==> src/rtl/stream_upsize_ctrl.sv <==
`default_nettype none
// ============================================================================
// Module   : stream_upsize_ctrl
// Purpose  : Stream width upsizer. Packs T_DATA_RATIO narrow input beats
//            (T_DATA_WIDTH bits each) into one wide output word of
//            T_DATA_RATIO lanes. Lane 0 holds the first beat of the word.
//            A packet end (s_last_i) closes a partial word early. Lanes that
//            do not carry a beat are flagged by m_keep_o and driven to 0.
//            When the downstream sink takes the word, the first beat of the
//            next word can be accepted in the same cycle, so a continuous
//            stream runs at one beat per cycle.
// Ports    : clk_i      - clock, rising edge
//            rst_n_i    - asynchronous active-low reset
//            s_data_i   - input beat data
//            s_last_i   - input beat ends the packet
//            s_valid_i  - input beat valid
//            s_ready_o  - block accepts an input beat
//            m_data_o   - output word, T_DATA_RATIO lanes
//            m_keep_o   - per-lane valid flags
//            m_last_o   - output word ends the packet
//            m_valid_o  - output word valid
//            m_ready_i  - downstream accepts the word
// Revision : 1.0 - initial release
// ============================================================================
module stream_upsize_ctrl #(
    parameter int T_DATA_WIDTH = 4,
    parameter int T_DATA_RATIO = 2
) (
    input  logic                    clk_i,
    input  logic                    rst_n_i,
    input  logic [T_DATA_WIDTH-1:0] s_data_i,
    input  logic                    s_last_i,
    input  logic                    s_valid_i,
    output logic                    s_ready_o,
    output logic [T_DATA_WIDTH-1:0] m_data_o [T_DATA_RATIO],
    output logic [T_DATA_RATIO-1:0] m_keep_o,
    output logic                    m_last_o,
    output logic                    m_valid_o,
    input  logic                    m_ready_i
);

    localparam int CNT_W = (T_DATA_RATIO > 1) ? $clog2(T_DATA_RATIO) : 1;
    localparam logic [CNT_W-1:0] C_LAST_LANE = CNT_W'(T_DATA_RATIO - 1);
    localparam logic [CNT_W-1:0] C_CNT_ONE   = CNT_W'(1);

    typedef enum logic [0:0] {
        FILL = 1'b0,
        SEND = 1'b1
    } state_t;

    state_t                  r_state;
    state_t                  w_state_nxt;
    logic [CNT_W-1:0]        r_cnt;
    logic [CNT_W-1:0]        w_cnt_nxt;
    logic [T_DATA_WIDTH-1:0] r_lane     [T_DATA_RATIO];
    logic [T_DATA_WIDTH-1:0] w_lane_nxt [T_DATA_RATIO];
    logic [T_DATA_RATIO-1:0] r_keep;
    logic [T_DATA_RATIO-1:0] w_keep_nxt;
    logic                    r_last;
    logic                    w_last_nxt;

    logic                    w_s_ready;
    logic                    w_s_hs;
    logic                    w_m_hs;

    // ------------------------------------------------------------------
    // Handshakes. Ready is gated by reset so nothing is offered upstream
    // while the block is held in reset; in SEND a new beat can only enter
    // when the held word is leaving in the same cycle.
    // ------------------------------------------------------------------
    always_comb begin
        w_s_ready = 1'b0;
        if (rst_n_i) begin
            w_s_ready = (r_state == FILL) ? 1'b1 : m_ready_i;
        end
    end

    assign w_s_hs = s_valid_i && w_s_ready;
    assign w_m_hs = (r_state == SEND) && m_ready_i;

    // ------------------------------------------------------------------
    // State register
    // ------------------------------------------------------------------
    always_ff @(posedge clk_i or negedge rst_n_i) begin
        if (!rst_n_i) begin
            r_state <= FILL;
            r_cnt   <= '0;
            r_keep  <= '0;
            r_last  <= 1'b0;
            for (int i = 0; i < T_DATA_RATIO; i++) begin
                r_lane[i] <= '0;
            end
        end else begin
            r_state <= w_state_nxt;
            r_cnt   <= w_cnt_nxt;
            r_keep  <= w_keep_nxt;
            r_last  <= w_last_nxt;
            for (int i = 0; i < T_DATA_RATIO; i++) begin
                r_lane[i] <= w_lane_nxt[i];
            end
        end
    end

    // ------------------------------------------------------------------
    // Next-state and datapath
    // ------------------------------------------------------------------
    always_comb begin
        w_state_nxt = r_state;
        w_cnt_nxt   = r_cnt;
        w_keep_nxt  = r_keep;
        w_last_nxt  = r_last;
        for (int i = 0; i < T_DATA_RATIO; i++) begin
            w_lane_nxt[i] = r_lane[i];
        end

        case (r_state)
            FILL: begin
                if (w_s_hs) begin
                    // Lane select by compare so non-power-of-two ratios
                    // never index past the last lane.
                    for (int i = 0; i < T_DATA_RATIO; i++) begin
                        if (r_cnt == CNT_W'(i)) begin
                            w_lane_nxt[i] = s_data_i;
                            w_keep_nxt[i] = 1'b1;
                        end
                    end
                    if ((r_cnt == C_LAST_LANE) || s_last_i) begin
                        w_state_nxt = SEND;
                        w_last_nxt  = s_last_i;
                        w_cnt_nxt   = '0;
                    end else begin
                        w_cnt_nxt   = r_cnt + C_CNT_ONE;
                    end
                end
            end

            SEND: begin
                if (w_m_hs) begin
                    // The held word leaves; start from a clean word so lanes
                    // without a beat read back as zero.
                    w_keep_nxt = '0;
                    w_last_nxt = 1'b0;
                    w_cnt_nxt  = '0;
                    for (int i = 0; i < T_DATA_RATIO; i++) begin
                        w_lane_nxt[i] = '0;
                    end
                    if (w_s_hs) begin
                        // Incoming beat becomes lane 0 of the next word.
                        w_lane_nxt[0] = s_data_i;
                        w_keep_nxt[0] = 1'b1;
                        if (s_last_i) begin
                            // Single-beat packet: the new word is already
                            // complete, so stay in SEND.
                            w_state_nxt = SEND;
                            w_last_nxt  = 1'b1;
                        end else begin
                            w_state_nxt = FILL;
                            w_cnt_nxt   = C_CNT_ONE;
                        end
                    end else begin
                        w_state_nxt = FILL;
                    end
                end
            end

            default: begin
                w_state_nxt = FILL;
            end
        endcase
    end

    // ------------------------------------------------------------------
    // Outputs. Lanes are masked with keep so an unused lane is zero even
    // if the stored value were ever stale.
    // ------------------------------------------------------------------
    generate
        for (genvar gi = 0; gi < T_DATA_RATIO; gi++) begin : g_lane
            assign m_data_o[gi] = r_keep[gi] ? r_lane[gi] : '0;
        end
    endgenerate

    assign s_ready_o = w_s_ready;
    assign m_keep_o  = r_keep;
    assign m_last_o  = r_last;
    assign m_valid_o = (r_state == SEND);

endmodule
`default_nettype wire

==> config.mk <==
export PLATFORM = sky130hd
export DESIGN_NAME = stream_upsize_ctrl
export DESIGN_NICKNAME = d
export VERILOG_FILES = /design/src/rtl/stream_upsize_ctrl.sv
export SDC_FILE = /design/constraint.sdc
export NUM_CORES = 1
export LEC_CHECK = 0
export ABC_AREA = 1
export BUFFER_PORTS_ARGS = -buffer_cell sky130_fd_sc_hd__buf_2
export CAP_MARGIN = 10
export CORE_MARGIN = 4
export CORE_UTILIZATION = 47
export CTS_BUF_LIST = sky130_fd_sc_hd__clkbuf_16
export CTS_CLUSTER_DIAMETER = 100
export CTS_CLUSTER_SIZE = 10
export DETAILED_ROUTE_END_ITERATION = 12
export GPL_TIMING_DRIVEN = 0
export PLACE_DENSITY = 0.75
export SYNTH_ARGS = -nofsm -noshare
export SYNTH_HDL_FRONTEND = slang
export SYNTH_SLANG_ARGS = --single-unit
export TNS_END_PERCENT = 1
==> constraint.sdc <==
create_clock -name clk_i -period 1.4 [get_ports clk_i]
set_input_delay 0.14 -clock clk_i [delete_from_list [all_inputs] [get_ports clk_i]]
set_output_delay 0.14 -clock clk_i [all_outputs]
set_load 0.05 [all_outputs]
==> results_dict.tcl, run 1 <==
set metrics [dict create \
    status "finished, final reports clean" \
    grt_first_pass_wirelength_mm 2.52 \
    power.density_mw_per_mm2 2020 \
    place_area_sq_um 787 \
    antenna_found_initial 0 \
    synth_nets 97 \
    overflow 0 \
    wirelength_mm 1.46 \
    postCtsSetupRepairBufs 0 \
    nets 124 \
    port_buffers 21 \
    dp_slack_ns 0.259 \
    dieHeight_um 45.5 \
    ys_ff_latch 13 \
    cts_buffer_depth 2 \
    h-tree-depth 1 \
    ys_types 13 \
    clk_latency_ns 0.24 \
    die_area_sq_mm 0.00207 \
    worstSetupPathType "flip-flop to primary output" \
    syn_avg_cell_area_sq_um 7.49 \
    initial_core_util_pct 50.0 \
    stdcell_area_sq_um 878 \
    grt_max_degree 14 \
    numCtsBuffers 3 \
    cts_tree "yes" \
    hold_slack_ns 0.117 \
    fin_worst_skew_ns 0.00267 \
    route.detailed.drc 0 \
    via_per_inst 4.88 \
    grt_pass1_vias 596 \
    pwr-share-seq_pct 32.8 \
    post-route-period-util_pct 92.6 \
    synth_top_cells_by_count "nand2_1, inv_1, dfrtp_1" \
    synthTopCellsByArea "dfrtp_1, nand2_1, inv_1, nand3_1, nand2_4" \
    drv_slew 0 \
    final_layout_size_suffix_gt1_share_pct 29.8 \
    power_frac_clock_pct 29.6 \
    synthArstFlopShare_pct 100 \
    die_w_um 45.5 \
    min_period_ns 1.30 \
    antenna_cells 0 \
    max_freq_mhz 772 \
    power_leakage_nw 0.574 \
    place.gp.congestion 0.844 \
    grt_usage_pct 17.3 \
    syn_inst 88 \
    worst_pin_slew_ns 0.612 \
    detailed_place_hpwl_mm 1.06 \
    vias 629 \
    syn2layout_area_growth_pct 33.2 \
    maxSlewHeadroom_pct 59.1 \
    core-area_sq_mm 0.00132 \
    hold_class "input port to flip-flop" \
    synth_flop_cell "dfrtp_1" \
    ys_seq_area_share_pct 49.3 \
    fin_ws_ns 0.104 \
    peakVddDrop_v 0.00113 \
    switching_share_pct 42.1 \
    power.switching_mw 0.748 \
    drtIter0Drc 13 \
    synth_edf_count 0 \
    clk_pin_slew_ns 0.04 \
    synth_top_area_share_pct 49.3 \
    drt-pass1-iter-count 4 \
    worstPathArrival_ns 1.16 \
    setup_viol 0 \
    cts_root_buf "clkbuf_16" \
    drv_cap 0 \
    synth_most_common_cell "nand2_1" \
    ys_warn_count 0 \
    p_comb_share_pct 37.6 \
    clock_sinks 13 \
    hold_viol 0 \
    intPower_mw 1.03 \
    rsz0062_at_grt "false" \
    rows 13 \
    wl_per_cell_um 11.3 \
    crit_fanout 6 \
    setup_tns_ns 0 \
    pin_count 22 \
    start_kind "flip-flop" \
    syn-cell-area_sq_um 659 \
    end_kind "primary output" \
    yosys.area.top_type "dfrtp_1" \
    n_fill_cell 115 \
    cp.required_ns 1.26 \
    ant_nets 0 \
]
==> registers in the layout, indices dropped and copies added (netlist names) <==
| name | flops |
|---|---|
| r_lane | 8 |
| m_keep_o | 2 |
| m_last_o | 1 |
| m_valid_o | 1 |
| r_cnt | 1 |
==> worst max-delay path, cell delays in order, from the launching register on <==
cell	delay, ns
dfrtp_2	0.44
nand2_1	0.15
inv_1	0.06
nor2_2	0.07
buf_4	0.19
==> kinds of logic (layout without fill, tap and decap cells) <==
kind of cell,count (synthesis),in the layout,share of synthesized area [%]
flops,13,13,49.3
buf+inv,17,43,9.68
simple gates,53,53,35.9
compound gates,5,5,5.12
==> final timing paths <==
check / end / cells past startpoint / slack [ns] / from
max in group asynchronous: m_valid_o$_DFF_PN0_ / 2 / 0.46 / rst_n_i
min: m_last_o$_DFFE_PN0P_ / 3 / 0.12 / s_last_i
max: s_ready_o / 4 / 0.10 / m_valid_o$_DFF_PN0_
min reg2reg: m_last_o$_DFFE_PN0P_ / 2 / 0.47 / m_last_o$_DFFE_PN0P_
max reg2reg: r_lane[3]$_DFFE_PN0P_ / 6 / 0.26 / m_valid_o$_DFF_PN0_
min in group asynchronous: r_lane[3]$_DFFE_PN0P_ / 2 / 0.50 / rst_n_i
==> power groups by stage <==
stage / sequential [mW] / clock, mW / combinational, mW
2_1_floorplan: 0.678 / 0 / 0.414
3_3_place_gp: 0.579 / 0 / 0.659
3_5_place_dp: 0.585 / 0 / 0.670
4_1_cts: 0.582 / 0.538 / 0.674
5_1_grt: 0.600 / 0.567 / 0.725
6_report: 0.583 / 0.525 / 0.669
==> routing by layer <==
metal  up-vias  wire, um  GRT usage [%]
li1        318         -              -
met5         -         0              0
met4         0        14           7.60
met1       290       629           20.6
met2        18       703           27.6
met3         3       107           6.32
==> what timing repair did <==
item	4_1_cts	5_1_grt
endpoints found under the hold margin	13	0
endpoints found under the setup margin	0	1
hold buffers	1	0
resized for setup	0	2
==> final cells by class <==
cell class	instances	area, sq um	area share, %
multi-input cells	58	273	31.1
well taps	15	18.8	2.14
clock inverters	1	3.75	0.427
repair buffers	22	118	13.4
inverters	17	63.8	7.26
clock buffers	3	75.1	8.55
flip-flops and latches	13	327	37.2
==> cell usage in the layout (no fill, tap or decap), drive strengths merged <==
master       synthesis  final
a21oi                1      1
buf                  0     21
clkbuf               0      3
dfrtp               13     13
dlygate4sd3          0      1
inv                 17     18
nand2               40     40
nand3               12     12
nor2                 1      1
o21ai                3      3
o22ai                1      1
==> stage by stage <==
stage / utilization [%] / std cells / total power [mW]
5_1_grt: 66.7 / 129 / 1.89
3_3_place_gp: 59.7 / 124 / 1.24
3_5_place_dp: 59.7 / 124 / 1.25
4_1_cts: 66.5 / 129 / 1.79
6_report: 66.7 / 129 / 1.78
2_1_floorplan: - / 88 / 1.09
Note: power is estimated with default switching activity, not from simulation.
==> run 2, diff against run 1 <==
- ABC_AREA: 1 -> not set
- CORE_UTILIZATION: 47 -> 43
- PLACE_DENSITY: 0.75 -> 0.72
- clock period: 1.4 -> 1.1 ns (I/O delays scaled with it)
==> results_dict.tcl, run 2 <==
set metrics [dict create \
    synth_top_area_share_pct 46.9 \
    grt_first_pass_wirelength_mm 2.85 \
    worst_pin_slew_ns 0.604 \
    cp_slowest_cell "dfrtp_2" \
    power_mw 2.50 \
    final_cell_mix "nand2_1, buf_6, buf_2" \
    cp_common_cell "nor2b_4" \
    max_freq_mhz 871 \
    ys_warn_count 0 \
    core-area_sq_mm 0.00151 \
    drtIter0Drc 24 \
    power_leakage_nw 0.488 \
    antenna_found_initial 0 \
    start_kind "flip-flop" \
    antenna_cells 0 \
    via_per_inst 5.69 \
    peakVddDrop_v 0.00134 \
    wirelength_mm 1.75 \
    worstPathArrival_ns 1.04 \
    place.gp.congestion 0.715 \
    hold_class "input port to flip-flop" \
    h-tree-depth 1 \
    drt-pass1-iter-count 4 \
    route.detailed.drc 0 \
    largest_reg_flops 8 \
    min_period_ns 1.15 \
    clk_pin_slew_ns 0.04 \
    syn_avg_cell_area_sq_um 9.12 \
    yosys.area.top_type "dfrtp_1" \
    violations "setup timing" \
    rows 14 \
    crit_chain "nor2b_4, nor2b_4, buf_6" \
    syn2layout_area_growth_pct 49.6 \
    die_area_sq_mm 0.00232 \
    power.density_mw_per_mm2 2410 \
    ys_seq_area_share_pct 46.9 \
    fin_worst_skew_ns 0.00184 \
    synth_nets 85 \
    synth_most_common_cell "nand2_1" \
    r2r.worst_path.cells 3 \
    dp_slack_ns -0.128 \
    synthTopCellsByArea "dfrtp_1, nand2_1, and2_1, a21oi_1, a221oi_1" \
    regMostFlops "r_lane" \
    crit_fanout 3 \
    placed_cells 113 \
    clock_sinks 13 \
    numCtsBuffers 3 \
    worstHoldStart "s_data_i[3]" \
    grt_usage_pct 17.7 \
    ant_nets 0 \
    grt_max_degree 14 \
    ys_ff_latch 13 \
    vias 688 \
    nets 115 \
    clk_latency_ns 0.24 \
    setup_tns_ns -0.111 \
    syn-cell-area_sq_um 693 \
    worstSetupPathType "flip-flop to primary output" \
    hold_viol 0 \
    drv_cap 0 \
    initial_core_util_pct 46.0 \
    setup_viol 8 \
    cts_buffer_depth 2 \
    synth_flop_cell "dfrtp_1" \
    synth_top_cells_by_count "nand2_1, dfrtp_1, a21oi_1" \
    cts_root_buf "clkbuf_16" \
    post-route-period-util_pct 104 \
    grt_pass1_vias 646 \
    end_kind "primary output" \
    min_to "r_lane[3]$_DFFE_PN0P_" \
    cp.required_ns 0.99 \
    pin_count 22 \
    slowest_delay_ns 0.41 \
    synth_edf_count 0 \
    fin_ws_ns -0.0486 \
    overflow 0 \
    r2r-start "r_cnt$_DFFE_PN0P_" \
    crit_buf_inv 1 \
    synthArstFlopShare_pct 100 \
    cts_tree "yes" \
    wl_per_cell_um 14.4 \
    cpLargestDelayFamily "flip-flops" \
    maxSlewHeadroom_pct 59.6 \
    fin_cells 121 \
    holdPathStages 3 \
    r2r_slack_ns -0.03 \
    layout_commonest_cell "nand2_1" \
    die_w_um 48.2 \
    detailed_place_hpwl_mm 1.19 \
    drv_slew 0 \
    ys_types 23 \
    rsz0062_at_grt "true" \
    syn_inst 76 \
    final_layout_size_suffix_gt1_share_pct 45.7 \
    status "finished with violations" \
    r2r-end "m_keep_o[0]$_DFFE_PN0P_" \
    port_buffers 21 \
    dieHeight_um 48.2 \
]
run 2: cell types whose count changed after synthesis, moves of 2 or more:
cell / before / now
inv_1: 15 / 2
nand2_1: 37 / 16
and2_1: 0 / 8
o21ai_0: 2 / 4
nor2b_1: 0 / 2
a21oi_1: 0 / 9
inv_2: 2 / 0
nand2_4: 2 / 0
nand3_1: 11 / 1
a31oi_1: 0 / 2
a221oi_1: 0 / 4
o21ai_1: 0 / 3
run 2: final cells by class:
type                       count  area [sq um]
fill                         119           469
multi-input combinational     59           377
sequential                    13           330
timing repair buffer          25           201
clock buffer                   3          75.1
buffer                         2          22.5
tap                           16          20.0
inverter                       2          7.51
clock inverter                 1          3.75
run 2: kinds of logic (layout without fill, tap and decap cells):
logic type	Yosys count	in the layout	share of synthesized area, %
AOI/OAI and AO/OA	26	26	23.1
buffers and inverters	4	33	3.43
and+or+nand+nor	33	33	26.5
DFF	13	13	46.9
run 2: worst register-to-register path, stage by stage (launching register included):
cell and delay (ns):
dfrtp_2 0.37, and3b_4 0.22, o21a_1 0.16, a221o_1 0.25
run 2: metal layers:
metal,vias to the layer above,GRT usage (%),wire length [um]
met1,326,21.5,716
li1,335,-,-
met2,25,28.9,888
met4,0,10.2,15
met5,-,0,0
met3,2,3.69,127
run 2: worst max-delay path by stage:
| stage | from | end | slack (ns) | cells after the start |
|---|---|---|---|---|
| after CTS | m_valid_o$_DFF_PN0_ | s_ready_o | -0.04 | 3 |
| after global routing | m_valid_o$_DFF_PN0_ | s_ready_o | -0.09 | 3 |
| final | m_valid_o$_DFF_PN0_ | s_ready_o | -0.05 | 3 |
| after global placement | r_cnt$_DFFE_PN0P_ | m_keep_o[0]$_DFFE_PN0P_ | -0.13 | 3 |
| after floorplan | m_valid_o$_DFF_PN0_ | m_keep_o[0]$_DFFE_PN0P_ | -0.06 | 3 |
| after detailed placement | r_cnt$_DFFE_PN0P_ | m_keep_o[0]$_DFFE_PN0P_ | -0.13 | 3 |
run 2: what timing repair did:
item	in CTS	in global routing
hold endpoints to repair	13	0
hold buffers	1	0
endpoints found under the setup margin	11	21
setup buffers	3	0
resized for setup	24	2
gates cloned	0	0
run 2: report_power, final:
part	switching (mW)	leakage (nW)	internal (mW)	total [mW]
clock network	0.181	0.0423	0.478	0.659
logic	0.688	0.289	0.434	1.12
registers	0.102	0.156	0.622	0.724
run 2: metrics by stage:
stage / cell area, sq um / hold slack (ns) / utilization [%]
6_report: 1040 / 0.127 / 68.9
4_1_cts: 1030 / 0.123 / 68.3
2_1_floorplan: 721 / -0.186 / -
3_3_place_gp: 846 / 0.0591 / 56.1
3_5_place_dp: 846 / 0.0652 / 56.1
5_1_grt: 1040 / 0.150 / 68.9
